## config.mk

```make
export PLATFORM = sky130hd
export DESIGN_NAME = player_motion
export DESIGN_NICKNAME = d
export VERILOG_FILES = /design/src/rtl/player_pkg.sv /design/src/rtl/key_edge_latch.sv /design/src/rtl/player_motion.sv
export SDC_FILE = /design/constraint.sdc
export NUM_CORES = 1
export LEC_CHECK = 0
export CAP_MARGIN = 20
export CORE_ASPECT_RATIO = 1.1
export CORE_MARGIN = 8
export CORE_UTILIZATION = 40
export CTS_BUF_LIST = sky130_fd_sc_hd__clkbuf_8
export DETAILED_ROUTE_END_ITERATION = 7
export DONT_BUFFER_PORTS = 1
export GPL_ROUTABILITY_DRIVEN = 0
export HOLD_SLACK_MARGIN = 0.12
export SYNTH_ARGS = -nofsm -noshare
export SYNTH_HDL_FRONTEND = slang
export SYNTH_SLANG_ARGS = --single-unit
```

## constraint.sdc

```tcl
create_clock -name clk -period 4.4 [get_ports clk]
set_input_delay 0.66 -clock clk [delete_from_list [all_inputs] [get_ports clk]]
set_output_delay 0.66 -clock clk [all_outputs]
set_load 0.01 [all_outputs]
```

## src/rtl/player_pkg.sv

```systemverilog
// Shared encodings for the blue player sprite: motion states, collision bit map, geometry.
package player_pkg;

    localparam logic [1:0] ST_GROUND = 2'd0;
    localparam logic [1:0] ST_RISE   = 2'd1;
    localparam logic [1:0] ST_FALL   = 2'd2;

    localparam int COLL_DOWN  = 0;
    localparam int COLL_UP    = 1;
    localparam int COLL_RIGHT = 2;
    localparam int COLL_LEFT  = 3;

    localparam int SPRITE_W = 47;
    localparam int SPRITE_H = 41;
    localparam int SCREEN_W = 640;
    localparam int SCREEN_H = 480;

endpackage

```

## src/rtl/key_edge_latch.sv

```systemverilog
// Rising-edge detector with a sticky request, cleared by i_clr; o_req is combinational
// so an edge arriving in the i_clr cycle is still seen (and consumed) by that cycle.
module key_edge_latch (
    input  logic clk,
    input  logic rst_n,
    input  logic i_key,
    input  logic i_clr,
    output logic o_req
);

    logic r_key_d;
    logic r_req;
    logic w_edge;

    assign w_edge = i_key & ~r_key_d;
    assign o_req  = r_req | w_edge;

    always_ff @(posedge clk or negedge rst_n) begin
        if (!rst_n) begin
            r_key_d <= 1'b0;
            r_req   <= 1'b0;
        end else begin
            r_key_d <= i_key;
            r_req   <= i_clr ? 1'b0 : (r_req | w_edge);
        end
    end

endmodule

```

## src/rtl/player_motion.sv

```systemverilog
// Per-frame walk/jump/gravity controller for the blue sprite; state advances only on frame_tick.
// Position is registered, so collision feedback for the new position arrives one clk later.
module player_motion
    import player_pkg::*;
#(
    parameter logic [9:0] X_INIT      = 10'd40,
    parameter logic [8:0] Y_INIT      = 9'd400,
    parameter int         STEP_X      = 2,
    parameter int         JUMP_V0     = 8,
    parameter int         GRAV_FRAMES = 2,
    parameter int         VMAX        = 8,
    parameter logic [9:0] X_MAX       = 10'(SCREEN_W - SPRITE_W),
    parameter logic [8:0] Y_MAX       = 9'(SCREEN_H - SPRITE_H)
) (
    input  logic       clk,
    input  logic       rst_n,
    input  logic       frame_tick,
    input  logic       key_left,
    input  logic       key_right,
    input  logic       key_jump,
    input  logic [3:0] is_Collision,
    output logic [9:0] x_blue,
    output logic [8:0] y_blue,
    output logic [1:0] mstate,
    output logic       airborne
);

    logic [9:0]  r_x;
    logic [8:0]  r_y;
    logic [1:0]  r_st;
    logic [3:0]  r_vy;
    logic [3:0]  r_grav;

    logic        w_jump_req;
    logic [10:0] w_x_ext;
    logic [10:0] w_x_sub;
    logic [10:0] w_x_add;
    logic [9:0]  w_y_ext;
    logic [9:0]  w_vy_ext;
    logic [9:0]  w_y_up;
    logic [9:0]  w_y_dn;
    logic [9:0]  w_y_jmp;
    logic [3:0]  w_g_inc;
    logic        w_g_hit;
    logic        w_c_down;
    logic        w_c_up;

    logic [9:0]  w_x_nxt;
    logic [8:0]  w_y_nxt;
    logic [1:0]  w_st_nxt;
    logic [3:0]  w_vy_nxt;
    logic [3:0]  w_g_nxt;

    key_edge_latch u_jump_latch (
        .clk   (clk),
        .rst_n (rst_n),
        .i_key (key_jump),
        .i_clr (frame_tick),
        .o_req (w_jump_req)
    );

    // Widened operands: the top bit of a subtraction doubles as the underflow flag.
    assign w_x_ext  = {1'b0, r_x};
    assign w_x_sub  = w_x_ext - 11'(STEP_X);
    assign w_x_add  = w_x_ext + 11'(STEP_X);
    assign w_y_ext  = {1'b0, r_y};
    assign w_vy_ext = {6'b0, r_vy};
    assign w_y_up   = w_y_ext - w_vy_ext;
    assign w_y_dn   = w_y_ext + w_vy_ext;
    assign w_y_jmp  = w_y_ext - 10'(JUMP_V0);
    assign w_g_inc  = r_grav + 4'd1;
    assign w_g_hit  = (w_g_inc == 4'(GRAV_FRAMES));
    assign w_c_down = is_Collision[COLL_DOWN];
    assign w_c_up   = is_Collision[COLL_UP];

    always_comb begin
        w_x_nxt = r_x;
        if (key_left && !key_right && !is_Collision[COLL_LEFT]) begin
            w_x_nxt = w_x_sub[10] ? 10'd0 : w_x_sub[9:0];
        end else if (key_right && !key_left && !is_Collision[COLL_RIGHT]) begin
            w_x_nxt = (w_x_add > {1'b0, X_MAX}) ? X_MAX : w_x_add[9:0];
        end
    end

    always_comb begin
        w_st_nxt = r_st;
        w_y_nxt  = r_y;
        w_vy_nxt = r_vy;
        w_g_nxt  = r_grav;
        case (r_st)
            ST_GROUND: begin
                if (w_jump_req && !w_c_up) begin
                    w_y_nxt  = w_y_jmp[9] ? 9'd0 : w_y_jmp[8:0];
                    w_vy_nxt = 4'(JUMP_V0);
                    w_g_nxt  = 4'd1;
                    w_st_nxt = ST_RISE;
                end else if (!w_c_down && (r_y < Y_MAX)) begin
                    w_vy_nxt = 4'd1;
                    w_g_nxt  = 4'd0;
                    w_st_nxt = ST_FALL;
                end
            end
            ST_RISE: begin
                if (w_c_up || (r_y == 9'd0)) begin
                    w_vy_nxt = 4'd1;
                    w_g_nxt  = 4'd0;
                    w_st_nxt = ST_FALL;
                end else begin
                    w_y_nxt = w_y_up[9] ? 9'd0 : w_y_up[8:0];
                    w_g_nxt = w_g_inc;
                    if (w_g_hit) begin
                        w_g_nxt = 4'd0;
                        // Apex: speed would hit zero, so start the descent at 1 px/tick.
                        if (r_vy <= 4'd1) begin
                            w_vy_nxt = 4'd1;
                            w_st_nxt = ST_FALL;
                        end else begin
                            w_vy_nxt = r_vy - 4'd1;
                        end
                    end
                end
            end
            ST_FALL: begin
                if (w_c_down || (r_y >= Y_MAX)) begin
                    w_vy_nxt = 4'd0;
                    w_g_nxt  = 4'd0;
                    w_st_nxt = ST_GROUND;
                end else begin
                    w_y_nxt = (w_y_dn > {1'b0, Y_MAX}) ? Y_MAX : w_y_dn[8:0];
                    w_g_nxt = w_g_inc;
                    if (w_g_hit) begin
                        w_g_nxt  = 4'd0;
                        w_vy_nxt = (r_vy >= 4'(VMAX)) ? 4'(VMAX) : r_vy + 4'd1;
                    end
                end
            end
            default: begin
                w_vy_nxt = 4'd0;
                w_g_nxt  = 4'd0;
                w_st_nxt = ST_GROUND;
            end
        endcase
    end

    always_ff @(posedge clk or negedge rst_n) begin
        if (!rst_n) begin
            r_x    <= X_INIT;
            r_y    <= Y_INIT;
            r_st   <= ST_GROUND;
            r_vy   <= 4'd0;
            r_grav <= 4'd0;
        end else if (frame_tick) begin
            r_x    <= w_x_nxt;
            r_y    <= w_y_nxt;
            r_st   <= w_st_nxt;
            r_vy   <= w_vy_nxt;
            r_grav <= w_g_nxt;
        end
    end

    assign x_blue   = r_x;
    assign y_blue   = r_y;
    assign mstate   = r_st;
    assign airborne = (r_st != ST_GROUND);

endmodule

```

==> summary.md <==
| Metric | Value |
|---|---|
| Vias in the first global route | `3283` |
| Post-Syn Area | `0.00350 mm²` |
| Post-route DRC violation count | `0` |
| Die ar. | `between 0.01 and 0.015 mm²` |
| Initial Utilization | `between 40% and 50%` |
| Core area | `~0.0087 mm²` |
| Hold Fails Final Rpt | `0` |
| Post-synth EDFFs | `0` |
| Critical path class | `flip-flop to flip-flop` |
| Synth unique cells | `between 80 and 90` |
| Worst Path Max Fanout | `15` |
| Synth-to-layout area growth | `5.11%` |
| # diodes | `0` |
| Lkg Pwr | `0.00136 µW` |
| Syn. warnings | `0` |
| Syn Nets | `between 400 and 500` |
| IO buf count | `0` |
| Row cnt | `36` |
| Worst-case clock buffer depth | `2` |
| Tot GR Track Use | `between 15 and 20%` |
| Chip Height | `roughly 110 µm` |
| Die width | `105 µm` |
| Biggest area consumer among synthesized cells | `dfrtp_1` |
| PnR Total Power | `around 2400 µW` |
| Worst hold margin | `0.191 ns` |
| First-pass GRT wire length | `between 15 and 20 mm` |
| Period minus WS final | `~3.1 ns` |
| Clock sink count | `31` |
| HP Class | `primary input to asynchronous set/reset pin` |
| Max-cap violations | `0` |
| Dpl hpwl | `between 7 and 8 mm` |
| CP required | `4.62 ns` |
| Worst-Margin Slew | `around 0.78 ns` |
| CTS tree | `yes` |
| Drt wl/cell | `19.0 µm` |
| Final WL | `between 10 and 15 mm` |
| DR iter-0 viols | `roughly 340` |
| Largest net degree at the start of global routing | `27` |
| Setup Viol. Count Final | `0` |
| Seq/Total Area, Yosys | `22.3%` |
| Dpl cell area | `between 0.003 and 0.004 mm²` |
| Clock transition at path regs | `~0.070 ns` |
| Maximum VDD drop | `roughly 0.32 mV` |
| Final slew viol count | `0` |
| Pre-Repair DR Iteration Count | `5` |
| Asr flop ratio synth | `100%` |
| Inserted Clock Buffers | `5` |
| Design area | `0.00368 mm²` |
| Power Dens Cells | `between 600 and 700 mW/mm²` |
| Setup tns final | `0 ns` |
| Setup crit end kind | `flip-flop` |
| FF+latch count, synth | `31` |
| Mapped Cells | `about 440` |
| Layout fillers | `slightly below 900` |
| Antenna-violating nets left | `0` |
| Max Freq | `roughly 320 MHz` |
| Final period util | `between 70% and 80%` |
| Type of origin of the critical path | `flip-flop` |
| Synth area leaders | `dfrtp_1 (19%), ha_1 (8.6%), nand2_1 (4.1%)` |
| # H-tree levels | `2` |
| Remaining global-route overflow | `0` |
| Run status | `completed` |
| Nets@finish | `460` |
| Arr. time, crit path | `~3.4 ns` |
| Setup bufs post-CTS | `0` |
| Share of layout cells above drive strength 1 | `under 10%` |
| Relative slew slack | `47.2%` |
| Worst Clk Skew | `~0.0038 ns` |
| Final Util | `between 40% and 50%` |
| Mean Syn Cell Area | `7.98 µm²` |
| Post-synth top area share | `18.6%` |
| Clk_lat worst skew | `0.28 ns` |
| Drt via density | `~6.5` |
| Top Ports | `32` |
| RSZ-0062 raised after global routing | `false` |
| DR vias | `between 3000 and 4000` |
| Root buf cell | `clkbuf_8` |
| Top_reg_cell synth | `dfrtp_1` |
| Initial antenna violation count | `0` |
## synth_stat cells (all sizes together), types with 5 or more instances
cell type  number
inv            34
nor4            7
clkbuf         17
nand3          13
o31ai           9
or4             5
o21ai          22
nand2          38
o22ai           7
nor3           22
a31oi           8
nand4           6
mux2i           5
nor2           24
or3             7
o311ai          5
nor3b           7
o41ai           5
dfrtp          26
o211ai          8
a21oi          26
dfstp           5
nand2b          7
buf             7
ha             24
## registers in the layout (all words and copies together), names as in the netlist
name / cells
r_grav: 4
u_jump_latch.r_req: 1
mstate: 2
u_jump_latch.r_key_d: 1
x_blue: 10
r_vy: 4
y_blue: 9
## per-layer routing
layer,share of wire [%],global-route usage (%),vias to the layer above,routed length [µm]
met3,7.0,2.93,10,717
met2,48,28.2,148,4860
met4,0.95,4.57,0,97
met1,45,21.3,1693,4560
li1,-,-,1657,-
met5,0,0,-,0
## placed cells by master, fill, tap and decap left out, types with 5 or more instances in the layout
master,Yosys,routed
nand2_1,38,38
inv_1,34,34
dfrtp_1,26,26
a21oi_1,25,25
nor2_1,24,24
ha_1,24,24
nor3_1,21,21
o21ai_0,21,21
nand3_1,13,13
o211ai_1,8,8
o31ai_1,8,8
a31oi_1,7,7
nand2b_1,7,7
o22ai_1,7,7
nor4_1,7,7
nand4_1,6,6
nor3b_1,6,6
or3_1,6,6
clkbuf_8,0,6
o41ai_1,5,5
mux2i_1,5,5
dfstp_2,5,5
## critical path: stages (launching register included)
cell and delay, ns:
dfrtp_1 0.47, inv_1 0.09, ha_1 0.54, nor3b_1 0.14, o31ai_1 0.52, a2111oi_0 0.24, a211o_1 0.40, o41ai_1 0.46
a22o_1 0.20
## where the power goes
part | switching [µW] | leakage [µW] | total, µW | internal [µW]
registers | 351 | 0.000381 | 748 | 397
clock network | 106 | 0.0000612 | 289 | 183
logic | 843 | 0.000922 | 1390 | 549
total | 1300 | 0.00136 | 2430 | 1130
## cell families (layout without fill, tap and decap cells)
family          Yosys count  count (layout)  share of synthesized area (%)
flops                    31              31                           22.3
fa+ha+maj                26              26                           9.71
buf+inv                  58              44                           6.75
compound gates          154             154                           33.6
xor+xnor                  4               4                           1.00
simple gates            160             160                           24.8
mux                       6               6                           1.75
## through the flow
step                      std cells  worst slack (ns)
final                           539              1.27
after floorplan                 439              1.85
after global routing            539              1.01
after global placement          530              1.46
after CTS                       539              1.39
after detailed placement        530              1.43
## cell type report
| cell class | instances | area (µm²) | area share (%) |
|---|---|---|---|
| timing repair buffer | 2 | 27.5 | 0.747 |
| inverter | 34 | 128 | 3.46 |
| tap | 114 | 143 | 3.87 |
| clock buffer | 6 | 82.6 | 2.24 |
| multi-input combinational | 350 | 2490 | 67.5 |
| clock inverter | 2 | 35.0 | 0.951 |
| sequential | 31 | 782 | 21.2 |
## worst paths after layout
check,from,end,slack (ns),cells after the start
worst min register to register,u_jump_latch.r_req,u_jump_latch.r_req,0.51,2
worst max register to register,r_vy[2],y_blue[6],1.27,8
min in group clk,key_jump,u_jump_latch.r_key_d,0.40,0
worst min-delay path,rst_n,x_blue[0],0.19,1
max in group asynchronous,rst_n,r_grav[3],4.05,1
worst max-delay path,r_vy[2],y_blue[6],1.27,8
## timing repair
item / 4_1_cts / 5_1_grt
endpoints found under the hold margin: 26 / 0
gates resized for setup: 0 / 0
hold buffers: 1 / 0
Note: power is estimated with default switching activity, not from simulation.
